$ cat src/rtl/rfa_rr_scheduler.sv
// Round-robin scheduler sharing one register-file access port among 16 requesters.
// Each grant is registered, one-hot, and held for HOLD_CYCLES cycles.
module rfa_rr_scheduler #(
   parameter int HOLD_CYCLES = 4,
   parameter int PTR_RESET   = 0
) (
   input  logic        clk,
   input  logic        rst,
   input  logic [15:0] req,
   output logic [15:0] gnt,
   output logic        gnt_valid,
   output logic [3:0]  gnt_id,
   output logic        gnt_done,
   output logic [3:0]  ptr
);
   // state | meaning
   // IDLE  | no grant held, arbitrate whenever req != 0
   // HOLD  | grant held; cnt counts down to 0 on the last cycle
   typedef enum logic {IDLE, HOLD} state_t;

   localparam logic [3:0] CNT_LOAD  = 4'(HOLD_CYCLES - 1);
   localparam logic [3:0] PTR_INIT  = 4'(PTR_RESET);

   state_t      state_q, state_d;
   logic [3:0]  cnt_q, cnt_d;
   logic [15:0] gnt_q, gnt_d;
   logic [3:0]  id_q, id_d;
   logic [3:0]  ptr_q, ptr_d;

   logic [15:0] rot1, rot2, rot4, rot8;
   logic [15:0] pick_oh;
   logic [15:0] un1, un2, un4, un8;
   logic [3:0]  pick_idx;
   logic [3:0]  win_id;
   logic        arb;

   // Rotate req right by ptr so the search always starts at bit 0.
   always_comb begin
      rot1 = ptr_q[0] ? {req[0],     req[15:1]}  : req;
      rot2 = ptr_q[1] ? {rot1[1:0],  rot1[15:2]} : rot1;
      rot4 = ptr_q[2] ? {rot2[3:0],  rot2[15:4]} : rot2;
      rot8 = ptr_q[3] ? {rot4[7:0],  rot4[15:8]} : rot4;
   end

   always_comb begin
      pick_idx = 4'd0;
      for (int i = 15; i >= 0; i--) begin
         if (rot8[i]) pick_idx = 4'(i);
      end
      pick_oh = 16'd1 << pick_idx;
   end

   // Un-rotate the picked bit back into requester space.
   always_comb begin
      un1 = ptr_q[0] ? {pick_oh[14:0], pick_oh[15]}    : pick_oh;
      un2 = ptr_q[1] ? {un1[13:0],     un1[15:14]}     : un1;
      un4 = ptr_q[2] ? {un2[11:0],     un2[15:12]}     : un2;
      un8 = ptr_q[3] ? {un4[7:0],      un4[15:8]}      : un4;
      win_id = pick_idx + ptr_q;
   end

   assign arb = (state_q == IDLE) || (cnt_q == 4'd0);

   always_comb begin
      state_d = state_q;
      cnt_d   = cnt_q;
      gnt_d   = gnt_q;
      id_d    = id_q;
      ptr_d   = ptr_q;
      if (arb) begin
         if (req != 16'd0) begin
            state_d = HOLD;
            cnt_d   = CNT_LOAD;
            gnt_d   = un8;
            id_d    = win_id;
            ptr_d   = win_id + 4'd1;
         end else begin
            state_d = IDLE;
            cnt_d   = 4'd0;
            gnt_d   = 16'd0;
            id_d    = 4'd0;
         end
      end else begin
         cnt_d = cnt_q - 4'd1;
      end
   end

   always_ff @(posedge clk) begin
      if (rst) begin
         state_q <= IDLE;
         cnt_q   <= 4'd0;
         gnt_q   <= 16'd0;
         id_q    <= 4'd0;
         ptr_q   <= PTR_INIT;
      end else begin
         state_q <= state_d;
         cnt_q   <= cnt_d;
         gnt_q   <= gnt_d;
         id_q    <= id_d;
         ptr_q   <= ptr_d;
      end
   end

   assign gnt       = gnt_q;
   assign gnt_valid = (state_q == HOLD);
   assign gnt_id    = id_q;
   assign gnt_done  = (state_q == HOLD) && (cnt_q == 4'd0);
   assign ptr       = ptr_q;

endmodule

$ cat config.mk
export PLATFORM = sky130hd
export DESIGN_NAME = rfa_rr_scheduler
export DESIGN_NICKNAME = d
export VERILOG_FILES = /design/src/rtl/rfa_rr_scheduler.sv
export SDC_FILE = /design/constraint.sdc
export NUM_CORES = 1
export LEC_CHECK = 0
export CORE_MARGIN = 4
export CORE_UTILIZATION = 45
export DETAILED_ROUTE_END_ITERATION = 10
export GPL_ROUTABILITY_DRIVEN = 0
export MAX_ROUTING_LAYER = met4
export PLACE_DENSITY = 0.7
export SLEW_MARGIN = 20
export SYNTH_ARGS = -nofsm -noshare
export SYNTH_HDL_FRONTEND = slang
export SYNTH_SLANG_ARGS = --single-unit
$ cat constraint.sdc
create_clock -name clk -period 5.4 [get_ports clk]
set_clock_uncertainty 0.2 [all_clocks]
set_input_delay 1.35 -clock clk [delete_from_list [all_inputs] [get_ports clk]]
set_output_delay 1.35 -clock clk [all_outputs]
set_load 0.05 [all_outputs]
Word level (Yosys, flattened, before mapping)
Index checks and enable logic that the tools add are counted. Widths: inputs -> output; s select.

Bitwise gates (word level): 1. Mux-type cells: 29. Shift operators: 1. Reductions and logical operators: 5. Add/sub/neg operators: 3.

Operators with widths (number): $mux 16 (9); $mux 4 (18); $reduce_bool 16->1 (1); $shl 1x4->16 const A (1); $add 4x1->4 const B (1); $add 4x4->4 (1); $logic_not 4->1 (1); $sub 4x1->4 const B (1); $mux 2 (1); $reduce_and 2->1 (1); $logic_and 1x1->1 (1); $logic_or 1x1->1 (1); $mux 1 (1); $not 1->1 (1).

Word-level logic and storage cells: 44. Register bits: 29.

Depth between registers and ports, before layout
Gate-level depths: netlist of the first run.

Word-level depth: 26. Gate-level depth with buffers: 17. Mapped depth without buffers: 14.

Worst setup path before layout of the first run
Ideal clock, no wire load.

Path type: input-to-reg. Start point: in req[9]. End point: reg ptr_q[3] (netlist: ptr[3]). Setup time: 0.123 ns. Cell stages on the path: 14. Data arrival time: 5.013 ns. Path slack: 0.063 ns. Path through: mux4_1 mux2_2 or3_1 a21oi_2 o221ai_1 a21oi_4 clkinv_1 fa_1 xor2_1 and2_1 and4_1 or3_1 a21oi_1 mux2_1.

Cells in the longest elaborated chain, start to end: 22.

RTL lines: start: declaration (line 9) `input logic [15:0] req,`; $mux 16 (line 39) `rot1 = ptr_q[0] ? {req[0], req[15:1]} : req;`; $mux 16 (line 40) `rot2 = ptr_q[1] ? {rot1[1:0], rot1[15:2]} : rot1;`; $mux 16 (line 41) `rot4 = ptr_q[2] ? {rot2[3:0], rot2[15:4]} : rot2;`; $mux 16 (line 42) `rot8 = ptr_q[3] ? {rot4[7:0], rot4[15:8]} : rot4;`; $mux 4 (16 in a row) (line 48) `if (rot8[i]) pick_idx = 4'(i);`; $add 4x4->4 (line 59) `win_id = pick_idx + ptr_q;`; $add 4x1->4 (line 76) `ptr_d = win_id + 4'd1;`; end signal: assignment (line 100) `ptr_q <= ptr_d;`; end: declaration (line 28) `logic [3:0] ptr_q, ptr_d;`.

Several ways; a longest one is shown, not always the timed one. A chain may end at the register's enable or synchronous reset.

Final worst setup path of the first run
Start point: in req[14]. End point: reg ptr_q[3] (netlist: ptr[3]).

The elaborated chain is that of the path after synthesis.

==> results of run 1 <==
## cells in the mapped netlist, types with 3 or more instances
library cell,count
sky130_fd_sc_hd__nand2_1,47
sky130_fd_sc_hd__dfxtp_1,29
sky130_fd_sc_hd__nor2_1,21
sky130_fd_sc_hd__a21oi_1,19
sky130_fd_sc_hd__mux2i_1,18
sky130_fd_sc_hd__mux2_2,17
sky130_fd_sc_hd__nand3_1,12
sky130_fd_sc_hd__nor3_1,12
sky130_fd_sc_hd__mux4_1,10
sky130_fd_sc_hd__and2_1,9
sky130_fd_sc_hd__clkbuf_1,9
sky130_fd_sc_hd__inv_1,9
sky130_fd_sc_hd__o21ai_0,9
sky130_fd_sc_hd__a22oi_1,8
sky130_fd_sc_hd__mux4_2,6
sky130_fd_sc_hd__nor2b_1,6
sky130_fd_sc_hd__nor4_1,6
sky130_fd_sc_hd__o211ai_1,6
sky130_fd_sc_hd__xnor2_1,6
sky130_fd_sc_hd__a221o_1,5
sky130_fd_sc_hd__buf_2,5
sky130_fd_sc_hd__a221oi_1,4
sky130_fd_sc_hd__and3_1,4
sky130_fd_sc_hd__ha_1,4
sky130_fd_sc_hd__nand4_1,4
sky130_fd_sc_hd__o22ai_1,4
sky130_fd_sc_hd__a211o_1,3
sky130_fd_sc_hd__a211oi_1,3
sky130_fd_sc_hd__a21o_1,3
sky130_fd_sc_hd__a22o_1,3
sky130_fd_sc_hd__buf_6,3
sky130_fd_sc_hd__o21a_1,3
sky130_fd_sc_hd__or3_1,3
sky130_fd_sc_hd__xor2_1,3
## area by class of cell
cell class / instances / area [sq um] / share of cell area
flip-flops and latches: 29 / 581.8 / 0.1334
well taps: 96 / 120.1 / 0.02755
repair buffers: 119 / 1011 / 0.2319
multi-input cells: 304 / 2494 / 0.5719
inverters: 10 / 37.54 / 0.008608
clock inverters: 1 / 30.03 / 0.006887
clock buffers: 7 / 86.33 / 0.01980
## state kept, by name, summed over array words and instances (netlist names)
| signal | flops |
|---|---|
| cnt_q | 4 |
| gnt | 16 |
| gnt_id | 4 |
| gnt_valid | 1 |
| ptr | 4 |
## power by group through the flow
stage | Clock (uW) | Combinational [uW] | Sequential (uW)
6_report | 237 | 1930 | 314
5_1_grt | 252 | 2080 | 323
4_1_cts | 244 | 1820 | 314
3_5_place_dp | 0 | 1800 | 318
3_3_place_gp | 0 | 1780 | 314
2_1_floorplan | 0 | 1080 | 462
## worst max-delay path, stage by stage
cell,delay [ns]
sky130_fd_sc_hd__clkdlybuf4s50_1,0.47
sky130_fd_sc_hd__buf_4,0.18
sky130_fd_sc_hd__mux2_2,0.30
sky130_fd_sc_hd__mux4_2,0.51
sky130_fd_sc_hd__nor4_2,0.35
sky130_fd_sc_hd__a221oi_2,0.10
sky130_fd_sc_hd__o31ai_1,0.26
sky130_fd_sc_hd__buf_4,0.17
sky130_fd_sc_hd__fa_2,0.45
sky130_fd_sc_hd__and2_1,0.16
sky130_fd_sc_hd__and4_1,0.22
sky130_fd_sc_hd__or3_1,0.35
sky130_fd_sc_hd__a21oi_2,0.15
sky130_fd_sc_hd__mux2_1,0.32
## kinds of logic (layout without fill, tap and decap cells)
logic type / count (synthesis) / count (layout) / share of synthesized area
mux: 53 / 53 / 0.2495
buf+inv: 32 / 137 / 0.05815
xor+xnor: 9 / 9 / 0.02476
simple gates: 140 / 140 / 0.2310
flops: 29 / 29 / 0.1823
fa+ha+maj: 5 / 5 / 0.02200
compound gates: 97 / 97 / 0.2322
## final timing paths
kind	depth (start not counted)	slack, ns	endpoint
hold / removal	1	0.26	cnt_q[0]
setup / recovery	14	0.03	ptr[3]
hold reg to reg	1	0.26	cnt_q[0]
setup reg to reg	15	0.69	ptr[3]
## per-layer routing
layer  vias to the layer above  share of wire
met5                         -              0
met1                      1582           0.46
met3                        21          0.051
li1                       1615              -
met2                       121           0.47
met4                         0          0.018
## through the flow
step,instances,hold slack (ns)
final,566,0.2596
after global routing,566,0.2801
after CTS,563,0.2659
after detailed placement,555,0.2515
after global placement,555,0.2426
after floorplan,365,0.2320
## timing repair
action | in CTS | in global routing
endpoints found under the hold margin | 0 | 0
gates resized for setup | 2 | 21
setup buffers | 0 | 3
setup endpoints to repair | 1 | 1
pin swaps | 0 | 4
==> metrics.log, run 1 <==
[metrics] wire length of the first global-routing pass: 15.40 mm
[metrics] number of buffers inserted during clock tree synthesis: 5
[metrics] number of inserted filler cells in the final layout: 606
[metrics] synthesis-to-finish area growth: 36.94%
[metrics] gate count of the mapped netlist: 365
[metrics] Overall Global Routing Usage: 0.2305
[metrics] overall power: around 2500 uW
[metrics] Critical Path Source: req[14]
[metrics] CTS sink cnt: 29
[metrics] tightest slew margin relative to the limit: 0.5358
[metrics] busiest grt layer: met2
[metrics] grt total ovfl: 0
[metrics] ANT nets after route: 0
[metrics] Arrival @ worst endpoint: 5.35 ns
[metrics] Ant. Diodes: 0
[metrics] syn nets: 388
[metrics] Finish-stage setup viols: 0
[metrics] share of cells above drive strength 1: 0.3128
[metrics] number of buffers added on ports: 43
[metrics] CTS tree: built
[metrics] IO Pins: 44
[metrics] leading cell types in the layout, fill and taps excluded: sky130_fd_sc_hd__buf_4 (76), sky130_fd_sc_hd__nand2_1 (47), sky130_fd_sc_hd__clkdlybuf4s50_1 (39), sky130_fd_sc_hd__dfxtp_1 (28), sky130_fd_sc_hd__nor2_1 (20)
[metrics] predominant post-synthesis flop cell: sky130_fd_sc_hd__dfxtp_1
[metrics] Die Y-Extent: 92.12 um
[metrics] most area-consuming cells after synthesis: sky130_fd_sc_hd__dfxtp_1 (18%), sky130_fd_sc_hd__mux4_1 (8.3%), sky130_fd_sc_hd__mux2_2 (6.0%)
[metrics] Post-DP Area: slightly above 4000 sq um
[metrics] net load switching power: 1198 uW
[metrics] DR iter-0 viols: 267
[metrics] number of antenna violations at the first check in global routing: 0
[metrics] fraction of met2 tracks used by global routing: 0.3437
[metrics] Final Max Slew Viols: 0
[metrics] sequential area share after synthesis: 0.1823
[metrics] detailed-route via count: 3339
[metrics] critical path start-end classification: in -> reg
[metrics] reg2reg start: ptr[1]
[metrics] Crit. End Element: register
[metrics] final cycle utilization of the critical path: 0.9945
[metrics] number of different library cells in the post-synthesis netlist: 76
[metrics] cell internal power dissipation: 1286 uW
[metrics] WL/cell: 17.26 um
[metrics] cell type with the highest aggregate area in the netlist: sky130_fd_sc_hd__dfxtp_1
[metrics] Max-Cap Viols: 0
[metrics] most common cell after layout, fill and taps aside: sky130_fd_sc_hd__buf_4
[metrics] remaining routing DRC violations: 0
[metrics] Synth top area share: 0.1823
[metrics] worst hold path startpoint: cnt_q[0]
[metrics] Vias per Instance: 5.899
[metrics] GRT met3 Usage: 0.03856
[metrics] class of the worst hold path: reg -> reg
[metrics] Total Neg Setup Slack: 0 ns
[metrics] Sw Share: 0.4823
[metrics] cell area after layout: 4360 sq um
[metrics] logic gate share of total power: 0.778
[metrics] upper clock frequency limit: 186.2 MHz
[metrics] largest voltage drop on the vdd net: 0.0003737 V
[metrics] overall die width: 92.12 um
[metrics] Clock Tree Buf Depth: 2
[metrics] initial core utilization: 0.4661
[metrics] Tmin final: around 5.4 ns
[metrics] hold buffer count at cts: 0
[metrics] critical path startpoint category: input pin
[metrics] FF+latch count, synth: 29
[metrics] asr flop ratio synth: 0
[metrics] slack of the critical path: 0.02996 ns
[metrics] Pwr Density: 569.6 nW/um^2
[metrics] count of endpoints failing hold in the final timing report: 0
[metrics] later-pin clock latency in the skew report: 0.29 ns
[metrics] deepest level of the CTS H-tree: 2
[metrics] placed wire-length estimate: just over 7 mm
[metrics] Post-Synthesis Mean Instance Area: 8.724 sq um
[metrics] Core Area: 6832 sq um
[metrics] vias in the first global route: around 3.1k
[metrics] sequential share of power: 0.126
[metrics] Root Buffer Master: sky130_fd_sc_hd__clkbuf_8
[metrics] leak pwr: around 0.0018 uW
[metrics] largest net degree at the start of global routing: 31
[metrics] synth warn: 0
[metrics] Clk pin slew, worst setup/hold paths: 0.06 ns
[metrics] utilization of the core after routing: 0.6383
[metrics] EDFF count, synth: 0
[metrics] part of the total power dissipated in the clock network: 0.095
[metrics] worst-margin pin slew: 0.6955 ns
[metrics] Cell Area, Synth: 3184 sq um
[metrics] met1 Track Usage GR: 0.3192
[metrics] final net count: 492
[metrics] post-place setup slack: -0.3140 ns
[metrics] outcome: finished clean
[metrics] total iterations of the first detailed-routing run: 5
[metrics] Rows: 30
[metrics] worst-path maximum fanout: 4
[metrics] die outline area: approximately 8500 sq um
[metrics] WP data required: 5.38 ns
[metrics] total wirelength of the detailed-routed design: 9.768 mm
Power figures use the tool's default switching activity.
==> inputs of run 2 (changes only) <==
PLACE_DENSITY = 0.68   (was 0.7)
clock period = 6.4 ns   (was 5.4 ns; I/O delays follow)
==> run 2 against run 1 <==
Compared with the run above:
- clock power is 17% lower
- sequential power shrank 7.6%
- worst setup slack improved by 0.52 ns
- critical path depth is 1 higher
- total power down 28%
- sequential share of layout area is 2.1 points higher
- largest cell class unchanged
==> metrics.log, run 2 (synthesized netlist as in run 1, its figures left out) <==
[metrics] CTS tree: built
[metrics] tightest slew margin relative to the limit: 0.3412
[metrics] setup bufs post-CTS: 0
[metrics] worst stage delay on the critical path: 0.60 ns
[metrics] wire length of the first global-routing pass: roughly 14 mm
[metrics] RSZ-0062 raised after global routing: false
[metrics] leak pwr: 0.001395 uW
[metrics] Total Neg Setup Slack: 0 ns
[metrics] Tmin final: around 6 ns
[metrics] die outline area: around 8500 sq um
[metrics] remaining routing DRC violations: 0
[metrics] Vias per Instance: 6.236
[metrics] number of buffers added on ports: 43
[metrics] Final Max Slew Viols: 0
[metrics] largest net degree at the start of global routing: 42
[metrics] Ant. Diodes: 0
[metrics] class of the worst hold path: reg -> reg
[metrics] number of antenna violations at the first check in global routing: 0
[metrics] largest delay contributor family on the critical path: multiplexers
[metrics] initial core utilization: 0.4661
[metrics] final-layout worst hold slack: 0.2515 ns
[metrics] critical path startpoint category: input pin
[metrics] Crit. End Element: register
[metrics] deepest level of the CTS H-tree: 2
[metrics] Root Buffer Master: sky130_fd_sc_hd__clkbuf_8
[metrics] post-place setup slack: 0.2934 ns
[metrics] worst path buffer plus inverter count: 2
[metrics] worst-margin pin slew: 0.9881 ns
[metrics] WL/cell: 17.33 um
[metrics] CTS sink cnt: 29
[metrics] overall die width: 92.12 um
[metrics] final cycle utilization of the critical path: 0.9137
[metrics] Post-CTS Resized: 0
[metrics] synthesis-to-finish area growth: 18.55%
[metrics] critical path start-end classification: in -> reg
[metrics] cell type of the slowest stage on the worst timing path: sky130_fd_sc_hd__mux4_1
[metrics] total wirelength of the detailed-routed design: 8.648 mm
[metrics] Sequential Area: 581.8 sq um
[metrics] ANT nets after route: 0
[metrics] CP most frequent cell: sky130_fd_sc_hd__or3_1
[metrics] total iterations of the first detailed-routing run: 7
[metrics] Arrival @ worst endpoint: 5.82 ns
[metrics] share of cells above drive strength 1: 0.1514
[metrics] most common cell after layout, fill and taps aside: sky130_fd_sc_hd__nand2_1
[metrics] slack of the critical path: 0.5522 ns
[metrics] number of buffers inserted during clock tree synthesis: 5
[metrics] Rows: 30
[metrics] WP data required: about 6.4 ns
[metrics] number of inserted filler cells in the final layout: 643
[metrics] final net count: 425
[metrics] DR iter-0 viols: 302
[metrics] Die Y-Extent: 92.12 um
[metrics] Core Area: 6832 sq um
[metrics] vias in the first global route: 2905
[metrics] flip-flop count of the largest register, all copies and words added: 16
[metrics] count of endpoints failing hold in the final timing report: 0
[metrics] outcome: finished clean
[metrics] Clk pin slew, worst setup/hold paths: ~0.060 ns
[metrics] area of the multi-input gates: approximately 2400 sq um
[metrics] list of cells traversed by the critical path: clkdlybuf4s50_1 > mux4_1 > mux2_2 > or3_1 > a21oi_2 > o221ai_1 > a21oi_4 > clkinv_1 > fa_1 > xor2_1 > and2_1 > a31oi_1 > or3_1 > a21oi_1 > mux2_1
[metrics] Overall Global Routing Usage: 0.2099
[metrics] Pwr Density: 476.1 nW/um^2
[metrics] grt total ovfl: 0
[metrics] IO Pins: 44
[metrics] worst-path maximum fanout: 8
[metrics] detailed-route via count: 3112
[metrics] later-pin clock latency in the skew report: 0.28 ns
[metrics] largest voltage drop on the vdd net: 0.0004284 V
[metrics] Finish-stage setup viols: 0
[metrics] Clock Tree Buf Depth: 2
[metrics] placed wire-length estimate: around 6.5 mm
[metrics] hold buffer count at cts: 0
[metrics] leading cell types in the layout, fill and taps excluded: sky130_fd_sc_hd__nand2_1 (47), sky130_fd_sc_hd__clkdlybuf4s50_1 (43), sky130_fd_sc_hd__dfxtp_1 (28), sky130_fd_sc_hd__nor2_1 (20), sky130_fd_sc_hd__a21oi_1 (19)
[metrics] upper clock frequency limit: between 150 and 200 MHz
[metrics] Max-Cap Viols: 0
[run 2: changes by cell type in the layout (fill, tap and decap cells not counted), moves of 4 or more]
cell	before	now
sky130_fd_sc_hd__clkdlybuf4s50_1	39	43
sky130_fd_sc_hd__buf_4	76	9
sky130_fd_sc_hd__dlymetal6s2s_1	4	0
sky130_fd_sc_hd__mux4_2	11	6
sky130_fd_sc_hd__mux4_1	5	10
[run 2: worst reg2reg max path, stage by stage, from the launching register on]
cell and delay, ns:
sky130_fd_sc_hd__dfxtp_2 0.98, sky130_fd_sc_hd__mux4_1 0.79, sky130_fd_sc_hd__mux2_2 0.34, sky130_fd_sc_hd__or3_1 0.33, sky130_fd_sc_hd__a21oi_2 0.15, sky130_fd_sc_hd__o221ai_1 0.17
sky130_fd_sc_hd__a21oi_4 0.16, sky130_fd_sc_hd__clkinv_1 0.11, sky130_fd_sc_hd__fa_1 0.38, sky130_fd_sc_hd__xor2_1 0.27, sky130_fd_sc_hd__and2_1 0.19, sky130_fd_sc_hd__a31oi_1 0.09
sky130_fd_sc_hd__or3_1 0.36, sky130_fd_sc_hd__a21oi_1 0.16, sky130_fd_sc_hd__mux2_1 0.33
[run 2: power breakdown]
group | leakage, uW | internal (uW) | total [uW] | switching (uW)
combinational | 0.00110 | 532 | 1310 | 779
sequential | 0.000237 | 224 | 290 | 65.5
clock | 0.0000585 | 127 | 196 | 69.6
[run 2: cell type report]
cell class | count | area share
Inverter | 10 | 0.009944
Tap cell | 96 | 0.03182
Clock inverter | 1 | 0.007955
Timing Repair Buffer | 52 | 0.1319
Multi-Input combinational cell | 304 | 0.6414
Clock buffer | 7 | 0.02287
Sequential cell | 29 | 0.1541
[run 2: through the flow]
| stage | std cells | total power (uW) | utilization | cell area [sq um] |
|---|---|---|---|---|
| 6_report | 499 | 1797 | 0.5526 | 3775 |
| 2_1_floorplan | 365 | 1300 | - | 3184 |
| 5_1_grt | 499 | 1925 | 0.5526 | 3775 |
| 3_3_place_gp | 491 | 1569 | 0.5352 | 3656 |
| 4_1_cts | 499 | 1788 | 0.5526 | 3775 |
| 3_5_place_dp | 491 | 1581 | 0.5355 | 3659 |
[run 2: worst paths after layout]
check | from | endpoint | slack, ns | cells past startpoint
worst min register to register | gnt[1] | gnt[1] | 0.25 | 2
worst max register to register | ptr[1] | ptr[3] | 1.27 | 14
worst max-delay path | req[6] | ptr[3] | 0.55 | 15
worst min-delay path | gnt[1] | gnt[1] | 0.25 | 2
[run 2: metal layers]
metal	routed length [um]	part of all wire	global-route usage	vias to the layer above
li1	-	-	-	1483
met1	4017	0.46	0.2856	1501
met2	3940	0.46	0.3139	112
met3	502	0.058	0.03445	16
met4	188	0.022	0.07797	0
met5	0	0	-	-
